`src/rtl/sys_arr_ctrl.sv`:
```
// sys_arr_ctrl: sequencing controller for the NxN weight-stationary systolic array.
// Loads N weight rows, streams a counted run of activation vectors with the
// per-lane diagonal skew, then de-skews the column sums into aligned result words.
// Optional weight reuse across jobs is built only when SYS_ARR_CTRL_REUSE_EN is defined.
module sys_arr_ctrl #(
  parameter int N       = 4,
  parameter int DW      = 4,
  parameter int SW      = 8,
  parameter int ARR_LAT = 4
) (
  input  logic            clk,
  input  logic            rst,
  input  logic            start,
  input  logic [7:0]      num_vecs,
  input  logic            keep_w,
  output logic            busy,
  output logic            done,
  input  logic            w_valid,
  output logic            w_ready,
  input  logic [N*DW-1:0] w_row,
  input  logic            act_valid,
  output logic            act_ready,
  input  logic [N*DW-1:0] act_vec,
  output logic [N-1:0]    arr_weight_wren,
  output logic [N*DW-1:0] arr_w_in,
  output logic            arr_active,
  output logic [N*DW-1:0] arr_data_in,
  output logic [N*SW-1:0] arr_sum_in,
  input  logic [N*SW-1:0] arr_mac_out,
  output logic            res_valid,
  output logic [N*SW-1:0] res_data
);

  // Token stages after the lane-0 issue register until the last column is valid.
  localparam int TOK_LEN = ARR_LAT + N - 1;
  localparam int WCW     = (N > 1) ? $clog2(N) : 1;
  localparam logic [WCW-1:0] W_LAST = WCW'(N - 1);

  typedef enum logic [2:0] {
    S_IDLE   = 3'd0,
    S_LOAD_W = 3'd1,
    S_STREAM = 3'd2,
    S_DRAIN  = 3'd3,
    S_DONE   = 3'd4
  } state_t;

  state_t            state_r;
  state_t            state_s;
  logic [7:0]        rem_r;
  logic [7:0]        out_cnt_r;
  logic [WCW-1:0]    wcnt_r;
  logic [TOK_LEN:0]  tok_r;
  logic [N-1:0]      wren_r;
  logic [N*DW-1:0]   w_in_r;
  logic              w_fire_s;
  logic              act_fire_s;

`ifdef SYS_ARR_CTRL_REUSE_EN
  logic              w_loaded_r;
`else
  logic              unused_keep_w_s;
  assign unused_keep_w_s = keep_w;
`endif

  assign w_fire_s   = (state_r == S_LOAD_W) && w_valid;
  assign act_fire_s = act_ready && act_valid;

  assign arr_sum_in      = '0;
  assign arr_weight_wren = wren_r;
  assign arr_w_in        = w_in_r;
  assign arr_active      = tok_r[0];
  assign res_valid       = tok_r[TOK_LEN];

  // State register.
  always_ff @(posedge clk) begin
    if (rst) begin
      state_r <= S_IDLE;
    end else begin
      state_r <= state_s;
    end
  end

  // Next-state decode.
  always_comb begin
    state_s = state_r;
    case (state_r)
      S_IDLE: begin
        if (start) begin
`ifdef SYS_ARR_CTRL_REUSE_EN
          if (keep_w && w_loaded_r) begin
            if (num_vecs == 8'd0) begin
              state_s = S_DONE;
            end else begin
              state_s = S_STREAM;
            end
          end else begin
            state_s = S_LOAD_W;
          end
`else
          state_s = S_LOAD_W;
`endif
        end else begin
          state_s = S_IDLE;
        end
      end
      S_LOAD_W: begin
        if (w_fire_s && (wcnt_r == W_LAST)) begin
          if (rem_r == 8'd0) begin
            state_s = S_DONE;
          end else begin
            state_s = S_STREAM;
          end
        end else begin
          state_s = S_LOAD_W;
        end
      end
      S_STREAM: begin
        if ((rem_r == 8'd0) || (act_fire_s && (rem_r == 8'd1))) begin
          state_s = S_DRAIN;
        end else begin
          state_s = S_STREAM;
        end
      end
      S_DRAIN: begin
        // Leave as the last result retires so done lands right after it.
        if ((out_cnt_r == 8'd0) || ((out_cnt_r == 8'd1) && res_valid)) begin
          state_s = S_DONE;
        end else begin
          state_s = S_DRAIN;
        end
      end
      S_DONE: begin
        state_s = S_IDLE;
      end
      default: begin
        state_s = S_IDLE;
      end
    endcase
  end

  // Handshake and status outputs decoded from the registered state.
  always_comb begin
    busy      = (state_r != S_IDLE);
    done      = (state_r == S_DONE);
    w_ready   = (state_r == S_LOAD_W);
    act_ready = (state_r == S_STREAM) && (rem_r != 8'd0);
  end

  // Job counters: remaining vectors and accepted weight beats.
  always_ff @(posedge clk) begin
    if (rst) begin
      rem_r  <= 8'd0;
      wcnt_r <= '0;
    end else begin
      if ((state_r == S_IDLE) && start) begin
        rem_r  <= num_vecs;
        wcnt_r <= '0;
      end else begin
        if (act_fire_s) begin
          rem_r <= rem_r - 8'd1;
        end else begin
          rem_r <= rem_r;
        end
        if (w_fire_s) begin
          wcnt_r <= wcnt_r + {{(WCW-1){1'b0}}, 1'b1};
        end else begin
          wcnt_r <= wcnt_r;
        end
      end
    end
  end

`ifdef SYS_ARR_CTRL_REUSE_EN
  // Remember that a full weight set sits in the array.
  always_ff @(posedge clk) begin
    if (rst) begin
      w_loaded_r <= 1'b0;
    end else if (w_fire_s && (wcnt_r == W_LAST)) begin
      w_loaded_r <= 1'b1;
    end else begin
      w_loaded_r <= w_loaded_r;
    end
  end
`endif

  // Weight row register: one-cycle write strobe per accepted beat.
  always_ff @(posedge clk) begin
    if (rst) begin
      wren_r <= '0;
      w_in_r <= '0;
    end else if (w_fire_s) begin
      wren_r <= {N{1'b1}};
      w_in_r <= w_row;
    end else begin
      wren_r <= '0;
      w_in_r <= w_in_r;
    end
  end

  // Token delay line: bit 0 drives arr_active, the last bit is res_valid.
  always_ff @(posedge clk) begin
    if (rst) begin
      tok_r <= '0;
    end else begin
      tok_r <= {tok_r[TOK_LEN-1:0], act_fire_s};
    end
  end

  // Outstanding vectors: issued but not yet presented as a result.
  always_ff @(posedge clk) begin
    if (rst) begin
      out_cnt_r <= 8'd0;
    end else begin
      case ({act_fire_s, res_valid})
        2'b10:   out_cnt_r <= out_cnt_r + 8'd1;
        2'b01:   out_cnt_r <= out_cnt_r - 8'd1;
        default: out_cnt_r <= out_cnt_r;
      endcase
    end
  end

  // Input skew: lane i sits behind i extra stages; bubbles issue zeros.
  for (genvar gi = 0; gi < N; gi++) begin : g_skew
    logic [DW-1:0] pipe_r [0:gi];

    // Lane gi skew pipeline.
    always_ff @(posedge clk) begin
      if (rst) begin
        for (int k = 0; k <= gi; k++) begin
          pipe_r[k] <= '0;
        end
      end else begin
        pipe_r[0] <= act_fire_s ? act_vec[gi*DW +: DW] : '0;
        for (int k = 1; k <= gi; k++) begin
          pipe_r[k] <= pipe_r[k-1];
        end
      end
    end

    assign arr_data_in[gi*DW +: DW] = pipe_r[gi];
  end

  // Output de-skew: column j waits N-1-j stages so all columns align.
  for (genvar gj = 0; gj < N; gj++) begin : g_deskew
    localparam int DEPTH = N - 1 - gj;
    logic [SW-1:0] col_s;

    if (DEPTH == 0) begin : g_pass
      assign col_s = arr_mac_out[gj*SW +: SW];
    end else begin : g_pipe
      logic [SW-1:0] dpipe_r [0:DEPTH-1];

      // Column gj de-skew pipeline.
      always_ff @(posedge clk) begin
        if (rst) begin
          for (int k = 0; k < DEPTH; k++) begin
            dpipe_r[k] <= '0;
          end
        end else begin
          dpipe_r[0] <= arr_mac_out[gj*SW +: SW];
          for (int k = 1; k < DEPTH; k++) begin
            dpipe_r[k] <= dpipe_r[k-1];
          end
        end
      end

      assign col_s = dpipe_r[DEPTH-1];
    end

    // Result word is held at zero whenever no aligned result is presented.
    assign res_data[gj*SW +: SW] = res_valid ? col_s : '0;
  end

endmodule

```
`config.mk`:
```
export PLATFORM = sky130hd
export DESIGN_NAME = sys_arr_ctrl
export DESIGN_NICKNAME = d
export VERILOG_FILES = /design/src/rtl/sys_arr_ctrl.sv
export SDC_FILE = /design/constraint.sdc
export NUM_CORES = 1
export LEC_CHECK = 0
export CORE_UTILIZATION = 44
export DETAILED_ROUTE_END_ITERATION = 7
export GPL_ROUTABILITY_DRIVEN = 0
export PLACE_DENSITY = 0.79
export SLEW_MARGIN = 15
export SYNTH_ARGS = -nofsm -noshare
export SYNTH_HDL_FRONTEND = slang
export SYNTH_SLANG_ARGS = --single-unit
export TNS_END_PERCENT = 10
```
`constraint.sdc`:
```
create_clock -name clk -period 3.8 [get_ports clk]
set_input_delay 0.57 -clock clk [delete_from_list [all_inputs] [get_ports clk]]
set_output_delay 0.57 -clock clk [all_outputs]
set_load 0.03 [all_outputs]
```
==> results of run 1 <==
registers in the layout, indices dropped and copies added (netlist names):
register	cells
g_skew.pipe_r	40
out_cnt_r	8
arr_weight_wren	1
g_deskew.g_pipe.dpipe_r	48
state_r	3
arr_w_in	16
tok_r	8
rem_r	8
wcnt_r	2
area by class of cell:
cell class,count,area share
Inverter,7,0.00376
Sequential cell,134,0.384
Multi-Input combinational cell,328,0.282
Timing Repair Buffer,154,0.219
Clock inverter,11,0.0215
Tap cell,140,0.0251
Clock buffer,20,0.0653
synthesized netlist by cell type (3+ instances only):
cell type  number  area share
dfxtp_1       134        0.54
nor2b_1        80        0.10
buf_4          43       0.065
nand2_1        38       0.029
and2_1         33       0.041
clkbuf_1       26       0.020
a21oi_1        23       0.023
nor2_1         18       0.014
and3_1         16       0.020
ha_1            9       0.023
nor3_1          9      0.0090
inv_1           7      0.0053
or3_1           6      0.0075
o211ai_1        5      0.0075
xnor2_1         5      0.0088
a211oi_1        4      0.0060
nand3_1         3      0.0030
nor4_1          3      0.0038
o21ai_0         3      0.0030
or4_1           3      0.0045
xor2_1          3      0.0053
metrics by stage:
stage	std cells	cell area [sq um]	hold WS [ps]	total power, W
floorplan	541	5110	414	0.00167
global placement	763	6380	417	0.00175
detailed placement	763	6380	421	0.00176
CTS	794	6990	435	0.00341
global route	794	6990	451	0.00351
finish	794	6990	432	0.00338
worst reg2reg max path: stages, from the launching register on:
cell and delay (ps):
dfxtp_1 360, or4_1 690, o21a_1 250, inv_1 180, ha_1 350, or4b_2 670, nor3_1 200, a31o_2 130
mux2_2 320
cell families (layout without fill, tap and decap cells):
group | count (synthesis) | count (layout)
flip-flops | 134 | 134
AND/OR/NAND/NOR | 225 | 225
other | 1 | 32
buffers and inverters | 79 | 192
adder cells (fa/ha/maj) | 9 | 9
multiplexers | 3 | 3
AO/OA/AOI/OAI | 51 | 51
XOR/XNOR | 8 | 8
report_power, final:
group | switching (W) | internal, W
registers | 0.0000197 | 0.00144
logic | 0.000144 | 0.000124
clock network | 0.000581 | 0.00106
total | 0.000745 | 0.00263
layer usage:
layer,up-vias,part of all wire,GRT usage
met5,-,0,0
met3,16,0.065,0.0561
met4,0,0.018,0.0840
li1,1855,-,-
met1,1680,0.42,0.194
met2,127,0.50,0.307
worst paths after layout:
| check | start | to | depth (start not counted) |
|---|---|---|---|
| setup / recovery | rem_r[2] | out_cnt_r[7] | 8 |
| hold / removal | g_deskew[1].g_pipe.dpipe_r[0][0] | g_deskew[1].g_pipe.dpipe_r[0][8] | 1 |
| setup reg to reg | rem_r[2] | out_cnt_r[7] | 8 |
| hold reg to reg | g_deskew[1].g_pipe.dpipe_r[0][0] | g_deskew[1].g_pipe.dpipe_r[0][8] | 1 |
==> results.sh, run 1 <==
export IMPL_synth_compound_area_share=0.0674
export IMPL_ant_nets=0
export IMPL_row_count=38
export IMPL_viasPerCell=4.63
export IMPL_power_leakage_nw=2.75
export IMPL_postSynthAreaPerCell_sq_um=9.80
export IMPL_syn_to_final_growth_pct=39.9
export IMPL_cap_violations=0
export IMPL_slew_violations=0
export IMPL_grt_use_total=0.176
export IMPL_grt_antenna_before_repair=0
export IMPL_cts_resized=0
export IMPL_path_buf_inv=1
export IMPL_synthMuxAreaShare=0.00626
export IMPL_fillers=887
export IMPL_cts_clk_slew_worst_paths_ps=60
export IMPL_dp_hpwl_microns=6880
export IMPL_synth_enable_flop_cells=0
export IMPL_grt_pass1_vias=3531
export IMPL_yosysSeqAreaShare=0.537
export IMPL_grt_max_degree=67
export IMPL_yosysWarnings=0
export IMPL_synth_cells=510
export IMPL_end_kind="flip-flop"
export IMPL_synth_fa_ha_area_frac=0.0225
export IMPL_peakVddDrop_v=0.000276
export IMPL_pwr_density_cell_nw_per_um2=483
export IMPL_drt_wl_total_microns=9810
export IMPL_synth_seq_cells=134
export IMPL_netlist_area_sq_um=5000
export IMPL_post_place_ws_ps=489
export IMPL_post_route_util=0.639
export IMPL_critPathKind="flip-flop to flip-flop"
export IMPL_die_w_microns=109
export IMPL_vias=3678
export IMPL_required_ps=4090
export IMPL_tns_ps=0
export IMPL_n_antenna_cell=0
export IMPL_root_buffer="clkbuf_16"
export IMPL_clkSinkCount=134
export IMPL_cts_buffers=17
export IMPL_max_freq_mhz=306
export IMPL_cts_buffer_depth=2
export IMPL_port_buffers=150
export IMPL_drtPass1Iterations=4
export IMPL_coreArea_sq_um=10900
export IMPL_relSlewSlack=0.514
export IMPL_synth_top_family_by_area="simple AND/OR/NAND/NOR gates"
export IMPL_hold_violations=0
export IMPL_final_nets=729
export IMPL_synth_xor_area_frac=0.0140
export IMPL_cts_setup_buffers=0
export IMPL_cp_arrival_ps=3560
export IMPL_rsz0062_at_grt="false"
export IMPL_ctsHtreeMaxLevel=4
export IMPL_insertion_delay_ps=400
export IMPL_ff2ff_setup_slack_ps=530
export IMPL_holdBufCountCts=0
export IMPL_synthSimpleGateAreaFrac=0.260
export IMPL_async_reset_ff_frac=0
export IMPL_seqCellArea_sq_um=2680
export IMPL_setup_worst_path_start_class="flip-flop"
export IMPL_hp_class="flip-flop to flip-flop"
export IMPL_period_needed_ps=3270
export IMPL_drive_gt1_frac=0.0688
export IMPL_final_cell_mix="clkdlybuf4s50_1, dfxtp_1, nor2b_1, nand2_1, and2_1"
export IMPL_grt_pass1_wl_microns=16000
export IMPL_layout_setup_ws_ps=529
export IMPL_status="finished clean"
export IMPL_wl_per_cell_microns=12.4
export IMPL_synth_cell_types=51
export IMPL_path_cells="or4_1 -> o21a_1 -> inv_1 -> ha_1 -> or4b_2 -> nor3_1 -> a31o_2 -> mux2_2"
export IMPL_skew_ps=7.14
export IMPL_finalCritPeriodShare=0.861
export IMPL_critPathSlowestCell="or4_1"
export IMPL_start_util=0.457
export IMPL_final_common_cell="clkdlybuf4s50_1"
export IMPL_drtIter0Drc=120
export IMPL_multi_input_area_sq_um=1970
export IMPL_worst_pin_slew_ps=730
export IMPL_setup_violations=0
export IMPL_io_pins=184
export IMPL_cp_max_fo=9
export IMPL_cts_tree="yes"
export IMPL_cpPeakStageDelay_ps=690
export IMPL_die_h_microns=109
export IMPL_ys_flop_type="dfxtp_1"
export IMPL_overflow=0
export IMPL_drc_errors=0
export IMPL_fp_dieArea_sq_um=11800
export IMPL_critPathTopFamily="simple AND/OR/NAND/NOR gates"
Note: power is estimated with default switching activity, not from simulation.
==> inputs of run 2 (changes only) <==
--- a/config.mk
+++ b/config.mk
@@ -9,6 +9,7 @@
 export DETAILED_ROUTE_END_ITERATION = 7
 export GPL_ROUTABILITY_DRIVEN = 0
 export PLACE_DENSITY = 0.79
+export REMOVE_ABC_BUFFERS = 1
 export SLEW_MARGIN = 15
 export SYNTH_ARGS = -nofsm -noshare
 export SYNTH_HDL_FRONTEND = slang
==> run 2 against run 1 <==
Effect of this change: global-route usage fell by 0.30 points; non-clock buffer count did not move; clock skew rose by 1.3 ps; register-to-register slack got worse by 20 ps; critical path depth did not move; combinational power barely moved; core utilization rose by 0.17 points; hold slack got worse by 2.4 ps; highest routed layer unchanged.
==> results.sh, run 2 (synthesized netlist as in run 1, its figures left out) <==
export IMPL_final_cells=795
export IMPL_insertion_delay_ps=400
export IMPL_r2r_worst_path_cells=8
export IMPL_grt_antenna_before_repair=0
export IMPL_viasPerCell=4.65
export IMPL_drc_errors=0
export IMPL_holdBufCountCts=0
export IMPL_hp_class="flip-flop to flip-flop"
export IMPL_dpl_instance_area_sq_um=6380
export IMPL_fp_dieArea_sq_um=11800
export IMPL_relSlewSlack=0.434
export IMPL_cts_setup_buffers=0
export IMPL_grt_use_total=0.173
export IMPL_max_freq_mhz=304
export IMPL_cts_clk_slew_worst_paths_ps=60
export IMPL_ctsHtreeMaxLevel=4
export IMPL_ff2ff_setup_slack_ps=510
export IMPL_coreArea_sq_um=10900
export IMPL_tns_ps=0
export IMPL_syn_to_final_growth_pct=40.3
export IMPL_die_h_microns=109
export IMPL_grt_max_degree=63
export IMPL_dp_cells=763
export IMPL_critPathKind="flip-flop to flip-flop"
export IMPL_largest_reg_flops=48
export IMPL_dp_hpwl_microns=6850
export IMPL_worst_pin_slew_ps=849
export IMPL_final_nets=729
export IMPL_status="finished clean"
export IMPL_reg2reg_to="out_cnt_r[7]"
export IMPL_post_place_ws_ps=479
export IMPL_r2r_start="rem_r[2]"
export IMPL_final_cell_mix="clkdlybuf4s50_1, dfxtp_1, nor2b_1, nand2_1, and2_1"
export IMPL_pwr_density_cell_nw_per_um2=492
export IMPL_regMostFlops="g_deskew.g_pipe.dpipe_r"
export IMPL_drtIter0Drc=149
export IMPL_cts_buffer_depth=2
export IMPL_row_count=38
export IMPL_finalCritPeriodShare=0.867
export IMPL_required_ps=4090
export IMPL_peakVddDrop_v=0.000289
export IMPL_n_antenna_cell=0
export IMPL_min_to="g_skew[3].pipe_r[2][3]"
export IMPL_min_path_cells=1
export IMPL_die_w_microns=109
export IMPL_end_kind="flip-flop"
export IMPL_cp_arrival_ps=3590
export IMPL_drive_gt1_frac=0.0718
export IMPL_layout_setup_ws_ps=507
export IMPL_io_pins=184
export IMPL_cp_max_fo=9
export IMPL_grt_pass1_wl_microns=15500
export IMPL_fin_area_sq_um=7010
export IMPL_clkSinkCount=134
export IMPL_setup_worst_path_start_class="flip-flop"
export IMPL_port_buffers=150
export IMPL_root_buffer="clkbuf_16"
export IMPL_wl_per_cell_microns=12.8
export IMPL_vias=3695
export IMPL_drt_wl_total_microns=10200
export IMPL_grt_pass1_vias=3351
export IMPL_slew_violations=0
export IMPL_skew_ps=8.45
export IMPL_overflow=0
export IMPL_cts_resized=0
export IMPL_ant_nets=0
export IMPL_hold_violations=0
export IMPL_start_util=0.457
export IMPL_power_leakage_nw=2.77
export IMPL_cap_violations=0
export IMPL_setup_violations=0
export IMPL_cts_buffers=17
export IMPL_cts_tree="yes"
export IMPL_final_common_cell="clkdlybuf4s50_1"
export IMPL_period_needed_ps=3290
export IMPL_drtPass1Iterations=4
export IMPL_rsz0062_at_grt="false"
export IMPL_hp_start="g_skew[3].pipe_r[1][3]"
[run 2: changes by cell type in the layout (fill, tap and decap cells not counted), sizes merged]
cell      change
bufinv        +1
clkinvlp      -1
clkbuf        -3
clkinv        +1
inv           +3
[run 2: worst max path at each step]
stage                   start           end  slack (ps)  cells past startpoint
global placement    act_valid  out_cnt_r[7]         570                      9
global route         rem_r[0]  out_cnt_r[7]         380                     10
finish               rem_r[2]  out_cnt_r[7]         510                      8
CTS                  rem_r[2]  out_cnt_r[7]         490                      8
floorplan            rem_r[0]  out_cnt_r[7]         640                     10
detailed placement  act_valid  out_cnt_r[7]         480                      9
[run 2: per-layer routing]
| layer | up-vias | global-route usage | share of wire | wire length [microns] |
|---|---|---|---|---|
| met5 | - | 0 | 0 | 0 |
| met4 | 0 | 0.0550 | 0.0082 | 83 |
| met3 | 9 | 0.0741 | 0.083 | 846 |
| met2 | 139 | 0.305 | 0.50 | 5050 |
| met1 | 1687 | 0.187 | 0.41 | 4170 |
| li1 | 1860 | - | - | - |
[run 2: metrics by stage]
stage | utilization | hold WS [ps] | total power (W)
2_1_floorplan | - | 414 | 0.00162
3_3_place_gp | 0.584 | 417 | 0.00176
3_5_place_dp | 0.584 | 423 | 0.00176
4_1_cts | 0.641 | 436 | 0.00348
5_1_grt | 0.641 | 451 | 0.00357
6_report | 0.641 | 430 | 0.00345
[run 2: critical path, stage by stage, from the launching register on]
cell	delay, ps
dfxtp_1	360
or4_1	690
o21a_1	270
inv_1	150
ha_1	330
or4b_2	660
nor3_1	250
a31o_2	150
mux2_2	320
[run 2: final cells by class]
cell class | count | area, sq um
Fill cell | 857 | 3930
Tap cell | 140 | 175
Clock buffer | 17 | 425
Clock inverter | 15 | 200
Timing Repair Buffer | 154 | 1530
Sequential cell | 134 | 2680
Inverter | 7 | 26.3
Multi-Input combinational cell | 328 | 1970
[run 2: report_power, final]
part | switching (W) | total (W) | internal (W)
registers | 0.0000195 | 0.00146 | 0.00144
clock network | 0.000610 | 0.00171 | 0.00110
logic | 0.000146 | 0.000270 | 0.000125
